## src/rtl/aes_cbc_dec_ctrl_if.sv

```systemverilog
// ---------------------------------------------------------------------------
// aes_cbc_dec_ctrl_if
// Ciphertext-in / plaintext-out valid/ready streams of the CBC decrypt
// sequencer.
//   in_data/in_valid/in_ready    : ciphertext block stream into the sequencer
//   out_data/out_valid/out_ready : plaintext block stream out of the sequencer
// Modports:
//   master : the environment side (drives ciphertext, consumes plaintext)
//   slave  : the sequencer side
// ---------------------------------------------------------------------------
interface aes_cbc_dec_ctrl_if;
    localparam int unsigned BLOCK_W = 128;

    logic [BLOCK_W-1:0] in_data;
    logic               in_valid;
    logic               in_ready;
    logic [BLOCK_W-1:0] out_data;
    logic               out_valid;
    logic               out_ready;

    modport master (
        output in_data,
        output in_valid,
        output out_ready,
        input  in_ready,
        input  out_data,
        input  out_valid
    );

    modport slave (
        input  in_data,
        input  in_valid,
        input  out_ready,
        output in_ready,
        output out_data,
        output out_valid
    );
endinterface

```

## src/rtl/aes_cbc_dec_ctrl.sv

```systemverilog
// ---------------------------------------------------------------------------
// aes_cbc_dec_ctrl
// Turns a single-block AES-128 decryption core into a streaming CBC
// decryptor: takes one ciphertext block, clears and starts the core, waits
// for done, XORs the core result with the chaining value and presents the
// plaintext. The key is wired straight to the core and is not seen here.
//
// Ports:
//   clk, reset   : single clock, synchronous active-high reset
//   iv, iv_load  : initialisation vector, loaded into chain only when idle
//   bus (slave)  : in_data/in_valid/in_ready ciphertext stream,
//                  out_data/out_valid/out_ready plaintext stream
//   core_clear   : one-cycle reset pulse to the core
//   core_start   : core start, held high while waiting for done
//   core_data    : ciphertext presented to the core (always the held block)
//   core_done    : core done level
//   core_result  : core decrypted data
//   err          : sticky watchdog error
//
// Build option AES_CBC_WDOG_EN: when defined, a RUN-state watchdog of
// WDOG_CYCLES (16..63) drops a block whose core never reports done and
// raises err. When undefined, RUN waits forever and err is tied low.
// ---------------------------------------------------------------------------
module aes_cbc_dec_ctrl #(
    parameter int unsigned WDOG_CYCLES = 32
) (
    input  logic                 clk,
    input  logic                 reset,
    input  logic [127:0]         iv,
    input  logic                 iv_load,
    aes_cbc_dec_ctrl_if.slave    bus,
    output logic                 core_clear,
    output logic                 core_start,
    output logic [127:0]         core_data,
    input  logic                 core_done,
    input  logic [127:0]         core_result,
    output logic                 err
);

    localparam int unsigned BLOCK_W = 128;

    // Elaboration-time guard on the watchdog depth (6-bit counter).
    if (WDOG_CYCLES < 16 || WDOG_CYCLES > 63) begin : g_wdog_range
        $error("aes_cbc_dec_ctrl: WDOG_CYCLES must be within 16..63");
    end

    typedef enum logic [1:0] {
        ST_IDLE = 2'd0,
        ST_CLR  = 2'd1,
        ST_RUN  = 2'd2,
        ST_OUT  = 2'd3
    } state_t;

    state_t             state;
    logic [BLOCK_W-1:0] chain;
    logic [BLOCK_W-1:0] ct;
    logic [BLOCK_W-1:0] pt;
    logic               run_armed;
    logic               out_valid_q;

`ifdef AES_CBC_WDOG_EN
    localparam int unsigned WDOG_W = 6;
    // Last RUN cycle before the counter would reach WDOG_CYCLES-1.
    localparam logic [WDOG_W-1:0] WDOG_TRIP = WDOG_W'(WDOG_CYCLES - 2);

    logic [WDOG_W-1:0] wdog;
    logic              err_q;
`endif

    // Sequencer: state, datapath registers and registered core/stream controls.
    always_ff @(posedge clk) begin
        if (reset) begin
            state       <= ST_IDLE;
            chain       <= '0;
            ct          <= '0;
            pt          <= '0;
            run_armed   <= 1'b0;
            out_valid_q <= 1'b0;
            core_clear  <= 1'b0;
            core_start  <= 1'b0;
`ifdef AES_CBC_WDOG_EN
            wdog        <= '0;
            err_q       <= 1'b0;
`endif
        end else begin
            core_clear <= 1'b0;
            case (state)
                ST_IDLE: begin
                    // iv_load wins: in_ready is low while it is asserted.
                    if (iv_load) begin
                        chain <= iv;
                    end else if (bus.in_valid) begin
                        ct         <= bus.in_data;
                        core_clear <= 1'b1;
                        state      <= ST_CLR;
                    end
                end

                ST_CLR: begin
                    core_start <= 1'b1;
                    run_armed  <= 1'b0;
`ifdef AES_CBC_WDOG_EN
                    wdog       <= '0;
`endif
                    state      <= ST_RUN;
                end

                ST_RUN: begin
                    // Done in the first RUN cycle may be left over from before
                    // the clear took effect, so it is only trusted once armed.
                    if (run_armed && core_done) begin
                        pt          <= core_result ^ chain;
                        chain       <= ct;
                        core_start  <= 1'b0;
                        out_valid_q <= 1'b1;
                        state       <= ST_OUT;
                    end
`ifdef AES_CBC_WDOG_EN
                    else if (wdog == WDOG_TRIP) begin
                        // Abandon the block; chain and pt keep their values.
                        wdog       <= wdog + WDOG_W'(1);
                        core_start <= 1'b0;
                        err_q      <= 1'b1;
                        state      <= ST_IDLE;
                    end
`endif
                    else begin
                        run_armed <= 1'b1;
`ifdef AES_CBC_WDOG_EN
                        wdog      <= wdog + WDOG_W'(1);
`endif
                    end
                end

                ST_OUT: begin
                    if (bus.out_ready) begin
                        out_valid_q <= 1'b0;
                        state       <= ST_IDLE;
                    end
                end

                default: begin
                    state <= ST_IDLE;
                end
            endcase
        end
    end

    // in_ready follows iv_load combinationally so a same-cycle IV load blocks acceptance.
    assign bus.in_ready  = (state == ST_IDLE) & ~iv_load;
    assign bus.out_valid = out_valid_q;
    assign bus.out_data  = pt;
    assign core_data     = ct;

`ifdef AES_CBC_WDOG_EN
    assign err = err_q;
`else
    assign err = 1'b0;
`endif

endmodule

```

## src/flat_wrapper.sv

```systemverilog
// flat-port wrapper written by rule: the top's interface ports become plain ports
module aes_cbc_dec_ctrl_flat 
#(
    parameter int unsigned WDOG_CYCLES = 32
)
  (clk, reset, iv, iv_load, core_clear, core_start, core_data, core_done, core_result, err, bus_in_data, bus_in_valid, bus_out_ready, bus_in_ready, bus_out_data, bus_out_valid);
  aes_cbc_dec_ctrl_if bus_i ();
  input  logic clk;
  input  logic reset;
  input  logic [127:0] iv;
  input  logic iv_load;
  output logic core_clear;
  output logic core_start;
  output logic [127:0] core_data;
  input  logic core_done;
  input  logic [127:0] core_result;
  output logic err;
  input wire logic [$bits(bus_i.in_data)-1:0] bus_in_data;
  input wire logic [$bits(bus_i.in_valid)-1:0] bus_in_valid;
  input wire logic [$bits(bus_i.out_ready)-1:0] bus_out_ready;
  output wire logic [$bits(bus_i.in_ready)-1:0] bus_in_ready;
  output wire logic [$bits(bus_i.out_data)-1:0] bus_out_data;
  output wire logic [$bits(bus_i.out_valid)-1:0] bus_out_valid;
  assign bus_i.in_data = bus_in_data;
  assign bus_i.in_valid = bus_in_valid;
  assign bus_i.out_ready = bus_out_ready;
  assign bus_in_ready = bus_i.in_ready;
  assign bus_out_data = bus_i.out_data;
  assign bus_out_valid = bus_i.out_valid;
  aes_cbc_dec_ctrl #(.WDOG_CYCLES(WDOG_CYCLES)) u_core (.clk(clk), .reset(reset), .iv(iv), .iv_load(iv_load), .bus(bus_i), .core_clear(core_clear), .core_start(core_start), .core_data(core_data), .core_done(core_done), .core_result(core_result), .err(err));
endmodule
```

## config.mk

```make
export PLATFORM = sky130hd
export DESIGN_NAME = aes_cbc_dec_ctrl_flat
export DESIGN_NICKNAME = d
export VERILOG_FILES = /design/src/rtl/aes_cbc_dec_ctrl_if.sv /design/src/rtl/aes_cbc_dec_ctrl.sv /design/src/flat_wrapper.sv
export SDC_FILE = /design/constraint.sdc
export NUM_CORES = 1
export LEC_CHECK = 0
export CAP_MARGIN = 40
export CORE_AREA = 2 2 252 254
export DETAILED_ROUTE_END_ITERATION = 16
export DIE_AREA = 0 0 254 256
export SYNTH_ARGS = -nofsm -noshare
export SYNTH_HDL_FRONTEND = slang
export SYNTH_SLANG_ARGS = --single-unit
```

## constraint.sdc

```tcl
create_clock -name clk -period 3.85 [get_ports clk]
set_input_delay 0.77 -clock clk [delete_from_list [all_inputs] [get_ports clk]]
set_output_delay 0.77 -clock clk [all_outputs]
set_load 0.02 [all_outputs]
```

-- Word-level counts from Yosys, hierarchy flattened
Index checks and enable logic that the tools add are counted.
- output and inout bits: 261
- register bits: 390
- bits of input ports: 390
- word-level logic and storage cells: 50
- eq/ne operators: 9
- muxes and demuxes: 16
- reduce and logical (&&, ||, !) cells: 13
- bitwise gates (word level): 4
- operators with widths (cell ; count):
    128-bit two-way mux ; 2
    128-bit one-hot mux with 2 select lines ; 1
    128-bit XOR ; 1
    2-bit inequality test (second input constant) ; 5
    3-bit AND reduction ; 3
    2-bit two-way mux ; 4
    2-bit one-hot mux with 4 select lines ; 1
    1-bit one-hot mux with 2 select lines ; 3
    2-bit AND reduction ; 3
    2-bit nonzero test ; 3
    1-bit two-way mux ; 5
    2-bit equality test (second input constant) ; 2
    4-bit AND reduction ; 1
    3-bit OR reduction ; 1
    2-bit by 1-bit equality test with 1-bit output (second input constant) ; 1
    2-bit logical NOT ; 1
    2-bit by 1-bit inequality test with 1-bit output (second input constant) ; 1
    1-bit inverter ; 2
    1-bit bitwise AND ; 1
    1-bit logical AND ; 1

-- Longest topological paths before layout
- depth in word-level cells: 3
- mapped depth: 9
- gate-level depth less buffers: 5

-- Worst setup path before layout
OpenSTA, ideal clock, no wires.
- kind: in2out
- start: input port iv_load
- end: output port bus_in_ready
- required time: 3.080 ns
- stages on the path: 1
- slack: 2.006 ns
- arrival: 1.074 ns
- path buffers: 0
- path through: nor2b_1
- cells in the longest elaborated chain, start to end: 2
- ends and longest elaborated chain (what ; RTL line ; source):
    start: declaration ; flat_wrapper.sv:11 ; input logic iv_load;
    1-bit inverter (no line) ; n/a ;
    1-bit bitwise AND ; aes_cbc_dec_ctrl.sv:150 ; assign bus.in_ready = (state == ST_IDLE) & ~iv_load;
    end: declaration ; flat_wrapper.sv:21 ; output wire logic [$bits(bus_i.in_ready)-1:0] bus_in_ready;
Every way passes these cells.

-- Worst setup path in the final report
- start: register u_core.state[0]
- end: output port bus_in_ready
- cells in the longest elaborated chain, start to end: 2
- ends and longest elaborated chain (what ; RTL line ; source):
    start: declaration ; aes_cbc_dec_ctrl.sv:54 ; state_t state;
    start signal: assignment ; aes_cbc_dec_ctrl.sv:73 ; state <= ST_IDLE;
    start signal: assignment ; aes_cbc_dec_ctrl.sv:95 ; state <= ST_CLR;
    start signal: assignment ; aes_cbc_dec_ctrl.sv:105 ; state <= ST_RUN;
    2-bit logical NOT ; aes_cbc_dec_ctrl.sv:150 ;
    1-bit bitwise AND ; aes_cbc_dec_ctrl.sv:150 ;
Every way passes these cells.

==> run summary <==
Initial antenna violation count: 4
Slew HR: 33.5%
Clk slew on worst S/H paths: 0.06 ns
H-Tree Level Count: 2
RSZ-0062 raised after global routing: no
Starting Density: 27.1%
CTS tree: done
Share of cells above drive strength 1: 12.9%
Yosys top cell by area: dfxtp_1
Root buffer cell: clkbuf_16
# DRC: 0
Top post-synthesis cells by area: dfxtp_1, a211oi_2, mux2i_1
Pwr dens: 575 nW/um^2
Worst setup SP type: flop
Remaining antenna violation count: 0
Register Area: 7810 um^2
CORE AREA: 62400 um^2
Die Span Y: 256 um
Setup crit end kind: primary output
Worst EP arrival: 2.17 ns
Final Max Slew Viols: 0
Latest clock arrival within the worst-skew pair: 0.57 ns
P_leak: 8.22 nW
Post_cts resized: 0
Cell Area, Placed: 24200 um^2
Max Cap Viol: 0
IO Port Bufs: 649
CTS Sinks: 390
Detailed Route Iter0 Violations: 712
Critical-path maximum fanout: 5
Status: complete, no violations
Largest net degree at the start of global routing: 129
# Post-CTS Setup Buffers: 0
Post-synth net total: 2137
VDD IR-drop max: 0.000449 V
# nets final: 2716
DRT Wirelength: 62000 um
Top-area cell type share of the netlist area: 46.1%
Multi-input gate area: 8310 um^2
Post-route setup TNS: 0 ns
Sequential-to-total area share from yosys stat: 46.1%
Final Wtd Congestion: 0.938
Syn Inst Count: 1741
Die width: 254 um
First drt pass iteration count: 5
Total track usage: 18.3%
Avg Cell Area, Syn: 9.72 um^2
Skew final: 0.0184 ns
Warnings, synthesis: 0
CP required: 3.08 ns
#FFs+latches synth: 390
Area delta synth->final: 51.8%
First-pass GRT wire length: 92100 um
Clock tree buffer depth: 3
I/O Pins: 651
Final hold violations: 0
Vias: 14925
Final Critical Period: 2.94 ns
Syn Std Cell Area: 16900 um^2
Synth unique cells: 31
Fmax: 0.340 GHz
Number of global-route vias before repair: 15031
Hold_buf cts: 0
DP HPWL: 44000 um
Filler cells: 6190
Vias per cell: 4.66
Crit path kind: flop to primary output
Wire per inst: 19.3 um
Hold WC Path Type: flop to flop
CTS buffer count: 46
Design area: 25700 um^2
Reg2reg setup slack: 1.55 ns
Rows: 92
Slew @ Worst Pin: 0.998 ns
Die area: 65000 um^2
Fin crit share: 76.4%
Total grt overflow: 0
Final setup vio count: 0
## cell usage after synthesis, drive strengths merged
cell type and number:
o21a 1, a21oi 258, o21ai 2, mux2 1
nand2b 5, inv 3, nor3 2, nand2 258
o21bai 1, clkbuf 70, nor2b 2, nor2 130
and2 2, and3b 1, conb 1, dfxtp 390
a222oi 1, and3 1, a311oi 1, mux2i 130
a211oi 256, xnor2 128, nand3b 1, ha 6
a21bo 1, buf 89
## sequential cells by signal, summed over array words and instances (netlist names)
register              count
u_core.core_data        128
u_core.state              2
u_core.bus.out_data     128
u_core.core_start         1
u_core.bus.out_valid      1
u_core.run_armed          1
u_core.core_clear         1
u_core.chain            128
## path summary, 6_finish.rpt
| check | cells after the start | to | start |
|---|---|---|---|
| setup / recovery | 4 | bus_in_ready | u_core.state[0] |
| hold reg to reg | 2 | u_core.core_data[65] | u_core.core_data[65] |
| setup reg to reg | 6 | u_core.chain[45] | u_core.state[1] |
| hold / removal | 2 | u_core.core_data[65] | u_core.core_data[65] |
## area by class of cell
| type | instances | share of cell area [%] |
|---|---|---|
| antenna | 3 | 0.0292 |
| clock buffer | 78 | 5.59 |
| clock inverter | 6 | 0.322 |
| inverter | 3 | 0.0438 |
| multi-input combinational | 1189 | 32.4 |
| sequential | 390 | 30.4 |
| tap | 846 | 4.12 |
| timing repair buffer | 690 | 27.1 |
## metal layers
layer  global-route usage, %  vias up  wire length, um
li1                        -     7249                -
met1                    21.3     7099            24800
met2                    32.5      463            31400
met3                    4.18      112             3750
met4                    6.65        2             1960
met5                       0        -               13
## kinds of logic (layout without fill, tap and decap cells)
family | count (synthesis) | count (layout) | share of synthesized area, %
xor gates and xnor gates | 128 | 128 | 6.62
AOI/OAI and AO/OA | 521 | 521 | 24.9
DFF | 390 | 390 | 46.1
adders and majority gates | 6 | 6 | 0.444
other | 1 | 4 | 0.0222
muxes | 131 | 131 | 7.78
buffers and inverters | 162 | 777 | 4.92
and+or+nand+nor | 402 | 402 | 9.15
## critical path, cell delays in order, from the launching register on
cell and delay (ns):
dfxtp_1 0.34, inv_1 0.17, ha_1 0.33, nor2b_1 0.17
clkdlybuf4s50_1 0.61
## power breakdown
group / total (W) / internal, W / switching (W)
logic: 0.00502 / 0.00227 / 0.00276
clock network: 0.00440 / 0.00265 / 0.00175
registers: 0.00534 / 0.00478 / 0.000564
total: 0.0148 / 0.00970 / 0.00507
## stage by stage
step | worst slack, ns | std cells | hold WS [ns] | util [%] | total power, W
final | 0.907 | 3205 | 0.467 | 41.2 | 0.0148
after global routing | 0.793 | 3205 | 0.490 | 41.2 | 0.0155
after CTS | 0.845 | 3202 | 0.469 | 41.2 | 0.0150
after detailed placement | 1.06 | 3118 | 0.462 | 38.7 | 0.0105
after global placement | 1.05 | 3118 | 0.456 | 38.7 | 0.0104
after floorplan | 2.01 | 1741 | 0.472 | - | 0.00884
## cells in the final DEF (no fill, tap or decap), types with 2 or more instances in the layout
master / n
ha_1: 5
nand2_1: 258
inv_1: 3
buf_4: 28
nand2b_1: 5
diode_2: 3
clkbuf_1: 19
xnor2_1: 128
clkdlybuf4s50_1: 648
mux2i_1: 130
dfxtp_1: 390
clkinv_2: 3
a211oi_1: 66
clkbuf_16: 49
clkbuf_8: 10
buf_12: 13
nor2_1: 130
nor3_1: 2
a21oi_1: 258
o21ai_0: 2
bufinv_16: 2
a211oi_2: 190
nor2b_1: 2
Note: power is estimated with default switching activity, not from simulation.
